## config.mk

```make
export PLATFORM = sky130hd
export DESIGN_NAME = lc4_muldiv
export DESIGN_NICKNAME = d
export VERILOG_FILES = /design/src/rtl/lc4_muldiv_pkg.sv /design/src/rtl/lc4_divstep.sv /design/src/rtl/lc4_muldiv.sv
export SDC_FILE = /design/constraint.sdc
export NUM_CORES = 1
export LEC_CHECK = 0
export CAP_MARGIN = 20
export CELL_PAD_IN_SITES_DETAIL_PLACEMENT = 0
export CELL_PAD_IN_SITES_GLOBAL_PLACEMENT = 1
export CORE_MARGIN = 2
export CORE_UTILIZATION = 35
export CTS_CLUSTER_DIAMETER = 40
export DETAILED_ROUTE_END_ITERATION = 10
export PLACE_DENSITY_LB_ADDON = 0.1
export SYNTH_ARGS = -nofsm -noshare
export SYNTH_HDL_FRONTEND = slang
export SYNTH_SLANG_ARGS = --single-unit
```

## constraint.sdc

```tcl
create_clock -name clk -period 3.3 [get_ports clk]
set_clock_uncertainty 0.1 [all_clocks]
set_input_delay 0.495 -clock clk [delete_from_list [all_inputs] [get_ports clk]]
set_output_delay 0.495 -clock clk [all_outputs]
set_load 0.1 [all_outputs]
```

## src/rtl/lc4_muldiv_pkg.sv

```systemverilog
// rtl/lc4_muldiv_pkg.sv - op encodings and FSM states for the LC4 multiply/divide unit
package lc4_muldiv_pkg;

  typedef enum logic [1:0] {
    ST_IDLE = 2'b00,
    ST_RUN  = 2'b01,
    ST_DONE = 2'b10
  } state_t;

  localparam logic [1:0] OP_MUL = 2'b00;
  localparam logic [1:0] OP_DIV = 2'b01;
  localparam logic [1:0] OP_MOD = 2'b10;
  localparam logic [1:0] OP_RSV = 2'b11;

  // True for the two ops that run through the restoring divider
  function automatic logic op_is_div(input logic [1:0] op);
    return (op == OP_DIV) || (op == OP_MOD);
  endfunction

endpackage

```

## src/rtl/lc4_divstep.sv

```systemverilog
// rtl/lc4_divstep.sv - one combinational restoring-division step
module lc4_divstep #(
  parameter int W = 16
) (
  input  logic [W-1:0] rem,
  input  logic         dividend_bit,
  input  logic [W-1:0] divisor,
  output logic [W-1:0] rem_next,
  output logic         q_bit
);

  logic [W:0] shifted;
  logic [W:0] diff;

  // Shift in the next dividend bit, trial-subtract, keep or restore the remainder
  always_comb begin
    shifted  = {rem, dividend_bit};
    diff     = shifted - {1'b0, divisor};
    q_bit    = ~diff[W];
    rem_next = diff[W] ? shifted[W-1:0] : diff[W-1:0];
  end

endmodule

```

## src/rtl/lc4_muldiv.sv

```systemverilog
// rtl/lc4_muldiv.sv - iterative unsigned MUL/DIV/MOD unit with valid/ack handshake
module lc4_muldiv
  import lc4_muldiv_pkg::*;
#(
  parameter int WORD_SIZE = 16
) (
  input  logic                 clk,
  input  logic                 rst_n,
  input  logic                 i_start,
  input  logic [1:0]           i_op,
  input  logic [WORD_SIZE-1:0] i_r1data,
  input  logic [WORD_SIZE-1:0] i_r2data,
  input  logic                 i_ack,
  output logic                 o_busy,
  output logic                 o_valid,
  output logic [WORD_SIZE-1:0] o_result
);

  localparam int CW = $clog2(WORD_SIZE) + 1;
  localparam logic [CW-1:0] LAST_ITER = CW'(WORD_SIZE - 1);

  state_t               state;
  logic [CW-1:0]        cnt;
  logic [1:0]           op_q;
  // a_q: multiplicand (shifts left) or dividend shifting out / quotient shifting in
  // b_q: multiplier (shifts right) or fixed divisor
  // acc_q: product accumulator or partial remainder
  logic [WORD_SIZE-1:0] a_q;
  logic [WORD_SIZE-1:0] b_q;
  logic [WORD_SIZE-1:0] acc_q;
  logic                 valid_q;
  logic [WORD_SIZE-1:0] result_q;

  logic [WORD_SIZE-1:0] rem_next;
  logic                 q_bit;
  logic [WORD_SIZE-1:0] final_result;

  lc4_divstep #(.W(WORD_SIZE)) u_divstep (
    .rem          (acc_q),
    .dividend_bit (a_q[WORD_SIZE-1]),
    .divisor      (b_q),
    .rem_next     (rem_next),
    .q_bit        (q_bit)
  );

  // Pick the finished value out of the shared datapath registers by op
  always_comb begin
    final_result = '0;
    case (op_q)
      OP_MUL:  final_result = acc_q;
      OP_DIV:  final_result = a_q;
      OP_MOD:  final_result = acc_q;
      default: final_result = '0;
    endcase
  end

  // Control FSM and datapath; o_valid/o_result are registered one cycle after DONE entry
  always_ff @(posedge clk) begin
    if (!rst_n) begin
      state    <= ST_IDLE;
      cnt      <= '0;
      op_q     <= OP_MUL;
      a_q      <= '0;
      b_q      <= '0;
      acc_q    <= '0;
      valid_q  <= 1'b0;
      result_q <= '0;
    end else begin
      case (state)
        ST_IDLE: begin
          if (i_start) begin
            op_q  <= i_op;
            cnt   <= '0;
            acc_q <= '0;
            if ((i_op == OP_MUL) || (op_is_div(i_op) && (i_r2data != '0))) begin
              a_q   <= i_r1data;
              b_q   <= i_r2data;
              state <= ST_RUN;
            end else begin
              // Divide by zero and the reserved op short-circuit to a zero result
              a_q   <= '0;
              b_q   <= '0;
              state <= ST_DONE;
            end
          end
        end
        ST_RUN: begin
          cnt <= cnt + 1'b1;
          if (op_q == OP_MUL) begin
            if (b_q[0]) begin
              acc_q <= acc_q + a_q;
            end
            a_q <= a_q << 1;
            b_q <= b_q >> 1;
          end else begin
            acc_q <= rem_next;
            a_q   <= {a_q[WORD_SIZE-2:0], q_bit};
          end
          if (cnt == LAST_ITER) begin
            state <= ST_DONE;
          end
        end
        ST_DONE: begin
          if (!valid_q) begin
            valid_q  <= 1'b1;
            result_q <= final_result;
          end else if (i_ack) begin
            valid_q  <= 1'b0;
            result_q <= '0;
            state    <= ST_IDLE;
          end
        end
        default: begin
          state <= ST_IDLE;
        end
      endcase
    end
  end

  assign o_busy   = (state != ST_IDLE);
  assign o_valid  = valid_q;
  assign o_result = result_q;

endmodule

```

==> results by group <==
Status
  – Outcome: completed

Detailed routing
  – Detail Route Antenna Nets: 0
  – Vias per Instance: 5.61
  – DRC Markers: 0
  – 1st-pass router iterations: 5
  – Final WL: 16.1 mm
  – DRT iter0 DRCs: 338
  – Routed len/inst: 18.2 um
  – Via count: 4,970

Cells and area
  – Filler instances: 1,470
  – Register area: 1480 um^2
  – Diode count: 0
  – Layout area overhead: 19.9%
  – Area of the multi-input gates: 3290 um^2
  – Layout cells sized above 1: 9.69%
  – NumNets Final: 771

Synth
  – Top cell type's share of synthesized area: just under 30%
  – Post-Synthesis Cells: 648
  – Sequential area share after synthesis: 29.1%
  – Synth warn: 0
  – Async S/R FF share, synth: 0%
  – Post-synth cell types: 64
  – Post-Syn Area: 5090 um^2
  – Post-synthesis net count: 722
  – Synth area leader: dfxtp_1
  – Count of flip-flops with a built-in enable after synthesis: 0
  – Top cells by count, synth: dfxtp_1, nand2_1, nor2_1
  – Synth top area cells: dfxtp_1, ha_1, nand2_1
  – Most used DFF post-synth: dfxtp_1
  – Number of synthesized register bits: between 70 and 80
  – Synth Area per Inst: around 7.9 um^2

Floorplan
  – Row count: between 40 and 50
  – Core area: 14,400 um^2
  – Ports: 56
  – Starting Density: 35.4%
  – Chip Width: 125 um
  – Die H: 125 um
  – DIE AREA: 15,500 um^2

Power and ir drop
  – Sw power: 1.01 mW
  – VDD IR max: 0.000227 V
  – Sequential power share: 35.2%
  – Leakage: 2.46 nW
  – Int Pwr: 1.86 mW
  – Sw frac: 35.1%
  – Clk pwr share: between 30% and 40%
  – Comb power frac: between 30% and 40%
  – Pwr dens: 471 nW/um^2

STA
  – Fin. Hold Viols: 0
  – Max Slew Vio Count: 0
  – Post-route setup TNS: 0 ns
  – Slew HR: 33.5%
  – RSZ-0062 raised after global routing: false
  – Fmax: roughly 320 MHz
  – Setup violators final: 0
  – Tmin final: 3.12 ns
  – Final worst slack: 0.183 ns
  – Slew at the pin with the worst max-slew slack: between 0.9 and 1 ns
  – Period utilisation layout: a little over nine tenths

Min path
  – Worst hold endpoint: b_q[7]
  – Hold_sp: b_q[7]
  – Worst hold path type: flop to flop
  – Hold path depth: 2

Global routing
  – Initial antenna violation count: 0
  – Vias in the first global route: 4,956
  – GRT overflow: 0
  – Largest net degree at the start of global routing: 60
  – Tot GR Track Use: between 20% and 30%
  – First-pass GRT wire length: 26.3 mm

Setup path
  – Critical Path RT: 3.43 ns
  – Reg-to-Reg End: acc_q[4]
  – Maximum fanout along the worst path: 15
  – WS Path Type: flop to flop
  – Arrival @ worst endpoint: 3.25 ns
  – Origin of the critical flop-to-flop path: acc_q[0]
  – Crit path capture type: flop
  – Worst Reg-to-Reg Cells: 11
  – Reg2Reg Setup Slack: 0.18 ns
  – CP Launch Type: flop

CTS
  – CTS Buffer Depth: 2
  – Clock root buffer: clkbuf_16
  – Level count of the clock H-tree: 3
  – Clock slew at reported path FFs: 0.06 ns
  – CTS tree: yes
  – Num CTS Buffers: 9
  – Cts hold-fix bufs: 0
  – Clock sinks: 74
  – Worst-skew pair later-pin latency: 0.34 ns

Placed design
  – Buffers on Ports: 55
  – Pre-CTS setup slack: 0.166 ns
  – DP HPWL: 12.2 mm
  – Global placer's final weighted congestion: 0.879

Flow run
  – Max-cap viol count: 0
sequential cells by signal, indices dropped and copies added (netlist names):
| register | flops |
|---|---|
| o_valid | 1 |
| a_q | 16 |
| acc_q | 16 |
| cnt | 5 |
| state | 2 |
| b_q | 16 |
| o_result | 16 |
| op_q | 2 |
stage by stage:
| stage | area [um^2] | power (mW) | util, % | std cells | hold slack (ns) |
|---|---|---|---|---|---|
| after global routing | 6100 | 3.04 | 42.5 | 886 | 0.418 |
| after detailed placement | 5800 | 1.93 | 40.4 | 867 | 0.379 |
| after floorplan | 5090 | 1.68 | - | 648 | 0.361 |
| after global placement | 5800 | 1.92 | 40.4 | 867 | 0.377 |
| after CTS | 6080 | 2.89 | 42.3 | 883 | 0.390 |
| final | 6100 | 2.87 | 42.5 | 886 | 0.393 |
worst max-delay path, cell delays in order (launching register included):
cell,delay [ns]
dfxtp_1,0.44
inv_1,0.14
fa_1,0.48
nor2b_4,0.15
o31ai_2,0.09
a21oi_2,0.29
nor4_4,0.11
nor3_4,0.50
buf_12,0.23
mux2i_1,0.21
o22ai_1,0.09
a22o_1,0.18
power by group through the flow:
stage | combinational, mW | sequential (mW) | clock (mW)
2_1_floorplan | 0.654 | 1.02 | 0
3_3_place_gp | 0.895 | 1.03 | 0
3_5_place_dp | 0.902 | 1.03 | 0
4_1_cts | 0.908 | 1.01 | 0.972
5_1_grt | 1.01 | 1.02 | 1.01
6_report | 0.916 | 1.01 | 0.947
worst max-delay path by stage:
stage                  start        end  slack, ns  cells after the start
finish              acc_q[0]   acc_q[4]       0.18                     11
CTS                 acc_q[0]   acc_q[4]       0.16                     11
floorplan            a_q[15]  acc_q[14]       0.59                     11
global route        acc_q[0]   acc_q[4]      0.005                     11
global placement    acc_q[0]   acc_q[2]       0.20                     11
detailed placement  acc_q[0]   acc_q[4]       0.17                     11
metal layers:
layer | global-route usage (%) | up-vias | routed length (um)
li1 | - | 2496 | -
met1 | 29.1 | 2328 | 7860
met2 | 33.7 | 132 | 7260
met3 | 2.88 | 14 | 735
met4 | 6.28 | 0 | 225
met5 | 0 | - | 0
area by class of cell:
type	count	share of cell area, %
Multi-Input combinational cell	493	53.9
Sequential cell	74	24.3
Timing Repair Buffer	72	10.6
Clock buffer	11	4.14
Tap cell	184	3.77
Inverter	47	2.89
Clock inverter	5	0.471
cells by family after synthesis:
kind of cell	share of synthesized area (%)
buf+inv	6.34
simple gates	20.3
mux	2.24
xor+xnor	3.61
flops	29.1
fa+ha+maj	9.14
compound gates	29.3
layout by cell type, fill, tap and decap left out, types with 5 or more instances in the layout:
| cell type | count |
|---|---|
| nand2_1 | 74 |
| dfxtp_1 | 74 |
| nor2_1 | 67 |
| inv_1 | 46 |
| clkdlybuf4s50_1 | 37 |
| ha_1 | 34 |
| buf_4 | 34 |
| a21oi_1 | 27 |
| a211oi_1 | 24 |
| a221oi_1 | 24 |
| o21ai_0 | 23 |
| a22oi_1 | 20 |
| nor3_1 | 19 |
| nand3_1 | 16 |
| xor2_1 | 13 |
| mux2i_1 | 10 |
| o22ai_1 | 9 |
| clkbuf_16 | 9 |
| a31oi_1 | 8 |
| o21a_1 | 8 |
| xnor2_1 | 8 |
| nor4_1 | 7 |
| a21o_1 | 7 |
| o21ai_1 | 6 |
| o211ai_1 | 6 |
| a22o_1 | 6 |
| and3_1 | 5 |
| nand4_1 | 5 |
| nor2b_1 | 5 |
| o221ai_1 | 5 |
what timing repair did:
action / CTS / global route
resized for setup: 0 / 0
buffers inserted: 0 / 2
endpoints found under the setup margin: 0 / 4
Note: power is estimated with default switching activity, not from simulation.
